$ cat src/rtl/apb_completer_regs.sv
// APB3 completer with a word-addressed register bank, programmable wait states
// and PSLVERR on misaligned, out-of-range or read-only accesses.
//
// state    | meaning
// S_IDLE   | waiting for a setup cycle (psel && !penable)
// S_ACCESS | counting wait states, then presenting pready for one cycle
module apb_completer_regs #(
    parameter int              WIDTH       = 32,
    parameter int              ADDR_WIDTH  = 8,
    parameter int              NUM_REGS    = 16,
    parameter int              WAIT_STATES = 1,
    parameter logic [WIDTH-1:0] ID_VALUE   = 32'hA9B0_0001
) (
    input  logic                  pclk,
    input  logic                  presetn,
    input  logic                  psel,
    input  logic                  penable,
    input  logic                  pwrite,
    input  logic [ADDR_WIDTH-1:0] paddr,
    input  logic [WIDTH-1:0]      pwdata,
    output logic [WIDTH-1:0]      prdata,
    output logic                  pready,
    output logic                  pslverr
);
    localparam int IW = ADDR_WIDTH - 2;

    typedef enum logic {S_IDLE, S_ACCESS} state_t;

    state_t           state_q, state_d;
    logic [3:0]       cnt_q, cnt_d;
    logic [IW-1:0]    idx_q, idx_d;
    logic             err_q, err_d;
    logic             wr_q, wr_d;
    logic             pready_q, pready_d;
    logic             pslverr_q, pslverr_d;
    logic [WIDTH-1:0] prdata_q, prdata_d;
    logic [WIDTH-1:0] regs_q [NUM_REGS];
    logic [WIDTH-1:0] regs_d [NUM_REGS];

    logic [IW-1:0]    setup_idx;
    logic             setup_err;

    assign setup_idx = paddr[ADDR_WIDTH-1:2];
    assign setup_err = (paddr[1:0] != 2'b00)
                    || (32'(setup_idx) >= NUM_REGS)
                    || (pwrite && (setup_idx == '0));

    // Register 0 is the constant ID; the stored slot 0 is never used.
    function automatic logic [WIDTH-1:0] read_val(input logic [IW-1:0] idx);
        logic [WIDTH-1:0] r;
        r = '0;
        if (idx == '0) begin
            r = ID_VALUE;
        end else begin
            for (int i = 1; i < NUM_REGS; i++) begin
                if (32'(idx) == i) r = regs_q[i];
            end
        end
        return r;
    endfunction

    always_comb begin
        state_d   = state_q;
        cnt_d     = cnt_q;
        idx_d     = idx_q;
        err_d     = err_q;
        wr_d      = wr_q;
        pready_d  = pready_q;
        pslverr_d = pslverr_q;
        prdata_d  = prdata_q;
        regs_d    = regs_q;

        case (state_q)
            S_IDLE: begin
                if (psel && !penable) begin
                    cnt_d   = 4'(WAIT_STATES);
                    idx_d   = setup_idx;
                    err_d   = setup_err;
                    wr_d    = pwrite;
                    state_d = S_ACCESS;
                    if (WAIT_STATES == 0) begin
                        pready_d  = 1'b1;
                        pslverr_d = setup_err;
                        prdata_d  = (!pwrite && !setup_err) ? read_val(setup_idx) : '0;
                    end
                end
            end
            S_ACCESS: begin
                if (!psel) begin
                    state_d   = S_IDLE;
                    pready_d  = 1'b0;
                    pslverr_d = 1'b0;
                    prdata_d  = '0;
                end else if (pready_q && penable) begin
                    if (wr_q && !err_q) begin
                        for (int i = 1; i < NUM_REGS; i++) begin
                            if (32'(idx_q) == i) regs_d[i] = pwdata;
                        end
                    end
                    state_d   = S_IDLE;
                    pready_d  = 1'b0;
                    pslverr_d = 1'b0;
                    prdata_d  = '0;
                end else if (cnt_q != 4'd0) begin
                    cnt_d = cnt_q - 4'd1;
                    if (cnt_q == 4'd1) begin
                        pready_d  = 1'b1;
                        pslverr_d = err_q;
                        prdata_d  = (!wr_q && !err_q) ? read_val(idx_q) : '0;
                    end
                end
            end
            default: state_d = S_IDLE;
        endcase
        regs_d[0] = '0;
    end

    always_ff @(posedge pclk or negedge presetn) begin
        if (!presetn) begin
            state_q   <= S_IDLE;
            cnt_q     <= 4'd0;
            idx_q     <= '0;
            err_q     <= 1'b0;
            wr_q      <= 1'b0;
            pready_q  <= 1'b0;
            pslverr_q <= 1'b0;
            prdata_q  <= '0;
            for (int i = 0; i < NUM_REGS; i++) regs_q[i] <= '0;
        end else begin
            state_q   <= state_d;
            cnt_q     <= cnt_d;
            idx_q     <= idx_d;
            err_q     <= err_d;
            wr_q      <= wr_d;
            pready_q  <= pready_d;
            pslverr_q <= pslverr_d;
            prdata_q  <= prdata_d;
            for (int i = 0; i < NUM_REGS; i++) regs_q[i] <= regs_d[i];
        end
    end

    assign prdata  = prdata_q;
    assign pready  = pready_q;
    assign pslverr = pslverr_q;
endmodule

$ cat config.mk
export PLATFORM = sky130hd
export DESIGN_NAME = apb_completer_regs
export DESIGN_NICKNAME = d
export VERILOG_FILES = /design/src/rtl/apb_completer_regs.sv
export SDC_FILE = /design/constraint.sdc
export NUM_CORES = 1
export LEC_CHECK = 0
export ABC_AREA = 1
export CAP_MARGIN = 20
export CORE_ASPECT_RATIO = 0.9
export CORE_UTILIZATION = 50
export CTS_CLUSTER_SIZE = 25
export DETAILED_ROUTE_END_ITERATION = 10
export GPL_TIMING_DRIVEN = 0
export PLACE_DENSITY = 0.76
export SKIP_LAST_GASP = 1
export SLEW_MARGIN = 20
export SYNTH_ARGS = -nofsm -noshare
export SYNTH_HDL_FRONTEND = slang
export SYNTH_SLANG_ARGS = --single-unit
$ cat constraint.sdc
create_clock -name pclk -period 3.95 [get_ports pclk]
set_input_delay 0.5925 -clock pclk [delete_from_list [all_inputs] [get_ports pclk]]
set_output_delay 0.5925 -clock pclk [all_outputs]
set_load 0.05 [all_outputs]
==> results.py <==
metrics = {
    "status": {
        "outcome": "complete, but fails checks",
        "violations": "hold timing",
    },
    "setup_path": {
        "critPathCaptureType": "flip-flop",
        "cpPeakStageDelay_ps": 530,
        "worstPathRequired_ps": 4430,
        "r2r_setup_slack_ps": 1080,
        "crit_chain": "nor2_1 -> nand3_1 -> buf_2 -> nand2_1 -> inv_1 -> nand4_1 -> nand2_1 -> nand4_1 -> nor2_1 -> nand4_1 -> nand2_1 -> nand2_1",
        "cp_common_cell": "nand2_1",
        "critPathArrivalTime_ps": 3350,
        "crit_type": "reg -> reg",
        "cp_slowest_cell": "dfrtp_1",
        "critPathMaxFanout": 10,
        "cp-start-kind": "flip-flop",
    },
    "yosys": {
        "ys_seq_area_frac": 0.5725,
        "syn_nets": 2829,
        "synth_cells": 2781,
        "synth.cell_area_mm2": 0.02303,
        "ys_types": 32,
        "avgSynthCellArea_um2": 8.283,
        "yosysWarnings": 0,
        "synth_seq_cells": 527,
    },
    "die": {
        "die_x_um": 228.2,
        "die_y_um": 205.6,
        "dieArea_mm2": 0.04693,
        "boundaryPins": 79,
        "core_mm2": 0.04546,
        "start_util": 0.5067,
        "rows": 74,
    },
    "sta": {
        "skew_ps": 12.10,
        "rsz0062_at_grt": "no",
        "max_freq_mhz": 348.8,
        "layout_min_cycle_time_ps": 2867,
        "fin_setup_tns_ps": 0,
        "maxSlewViolCount": 0,
        "final_hold_viol_count": 9,
        "holdWs_ps": -11.72,
        "worst_pin_slew_ps": 788.3,
        "slew_headroom": 0.4745,
        "fin_crit_sh": 0.7258,
        "finalSetupViolCount": 0,
    },
    "cts": {
        "hold_buffers": 0,
        "clockBufferDepth": 3,
        "clockRootBuffer": "clkbuf_16",
        "cts_buffers": 53,
        "post_cts_resized": 0,
        "clk_latency_ps": 600,
        "postCtsSetupBuffers": 0,
        "numClockSinks": 527,
        "htreeDepth": 2,
        "tritoncts": "done",
        "clk_pin_slew_worst_paths_ps": 60,
    },
    "placement": {
        "place.gp.congestion": 0.9441,
        "hpwl_um": 51070,
        "port_buffers": 78,
    },
    "detailed_routing": {
        "wire_per_inst_um": 19.37,
        "wirelength_um": 69040,
        "avgViaCountPerCell": 5.684,
        "firstDrtPassIters": 6,
        "postRouteAntennaNets": 0,
        "drt_iter0_markers": 2446,
        "vias": 20270,
        "remaining_drc_errors": 0,
    },
    "cells_and_area": {
        "final_cell_mix": "nand2_1 (1028), dfrtp_1 (527), o21ai_0 (445)",
        "drive_gt1_frac": 0.06223,
        "utilization": 0.5839,
        "fillCellCount": 3849,
        "final_common_cell": "nand2_1",
        "diodes": 0,
        "area_growth_pct": 15.24,
        "num-nets-final": 2967,
    },
    "power_and_ir_drop": {
        "power_density_mw_per_mm2": 442.5,
        "ir_worst_vdd_uv": 333.9,
        "p_leak_uw": 0.01230,
    },
    "run": {
        "drv_cap": 0,
    },
    "grt": {
        "antenna_found_initial": 0,
        "grt_pass1_wl_um": 108400,
        "track_usage": 0.2978,
        "grt_pass1_vias": 19800,
        "gr-total-overflow": 0,
        "grt_max_degree": 102,
    },
    "min_path": {
        "min_path_type": "in -> async",
    },
}
-- path summary, 6_finish.rpt --
kind | start | end | cells after the start
hold reg to reg | regs_q[390] | regs_q[390] | 2
max in group asynchronous | presetn | regs_q[385] | 4
min in group pclk | regs_q[390] | regs_q[390] | 2
hold / removal | presetn | regs_q[221] | 1
setup / recovery | idx_q[0] | prdata[21] | 12
setup reg to reg | idx_q[0] | prdata[21] | 12
-- worst max-delay path, delay by kind of cell (launching register included) --
kind                   cells  cell delay [ps]
buffers and inverters      2              450
and+or+nand+nor           10             1760
DFF                        1              530
-- through the flow --
stage                     instance area, um^2  hold WS, ps  setup WS, ps  total power, uW  cells
after floorplan                         23030        296.9          1861             6063   2781
after global placement                  24580        458.0        -19850             6485   3467
after detailed placement                24720        465.2         660.6             6523   3472
after CTS                               26540        27.75          1182            11740   3565
after global routing                    26540        58.79         961.1            12040   3565
final                                   26540       -11.72          1083            11750   3565
-- metal layers --
metal	global-route usage	vias to the layer above	wire length [um]
met3	0.06125	154	6563
met5	0	-	0
met2	0.4787	990	31310
met1	0.3936	9877	28280
met4	0.1292	0	2898
li1	-	9244	-
-- registers in the layout (all words and copies together), names as in the netlist --
signal and count:
pslverr 1, cnt_q 4, state_q 1, err_q 1, prdata 32, idx_q 6, pready 1, wr_q 1
regs_q 480
-- final cells by class --
| cell class | instances | area, um^2 | share of cell area |
|---|---|---|---|
| Clock buffer | 73 | 1564 | 0.05892 |
| Clock inverter | 20 | 261.5 | 0.009852 |
| Inverter | 131 | 491.7 | 0.01852 |
| Tap cell | 608 | 760.7 | 0.02866 |
| Buffer | 181 | 732.0 | 0.02757 |
| Timing Repair Buffer | 83 | 923.4 | 0.03479 |
| Multi-Input combinational cell | 1942 | 8623 | 0.3249 |
| Sequential cell | 527 | 13190 | 0.4968 |
-- synthesized netlist by cell type (all sizes together) --
library cell     n  area share
inv            130       0.021
o21ai          490        0.11
nand4          102       0.028
ha               3      0.0016
o22ai            1     0.00027
nand2         1036        0.17
clkinv           1     0.00016
xnor2            1     0.00038
nor2           129       0.024
clkbuf         145       0.024
o211ai           1     0.00033
o21a             1     0.00033
nand3b           1     0.00033
nor3             4      0.0016
buf             36      0.0081
a21oi           41      0.0089
o31ai            1     0.00033
nand3           61       0.013
dfrtp          527        0.57
a32oi            1     0.00038
or2             69       0.019
-- power by group --
| part | internal (uW) | switching, uW |
|---|---|---|
| Sequential | 5450 | 55.5 |
| Clock | 3140 | 2160 |
| Combinational | 238 | 703 |
| Total | 8830 | 2920 |
-- cell families (layout without fill, tap and decap cells) --
logic type	after synthesis	in the layout	share of synthesized area
fa+ha+maj	3	3	0.001630
xor+xnor	1	1	0.0003803
compound gates	536	536	0.1170
flops	527	527	0.5725
simple gates	1402	1402	0.2554
buf+inv	312	488	0.05312
(Power assumes the default switching activity.)
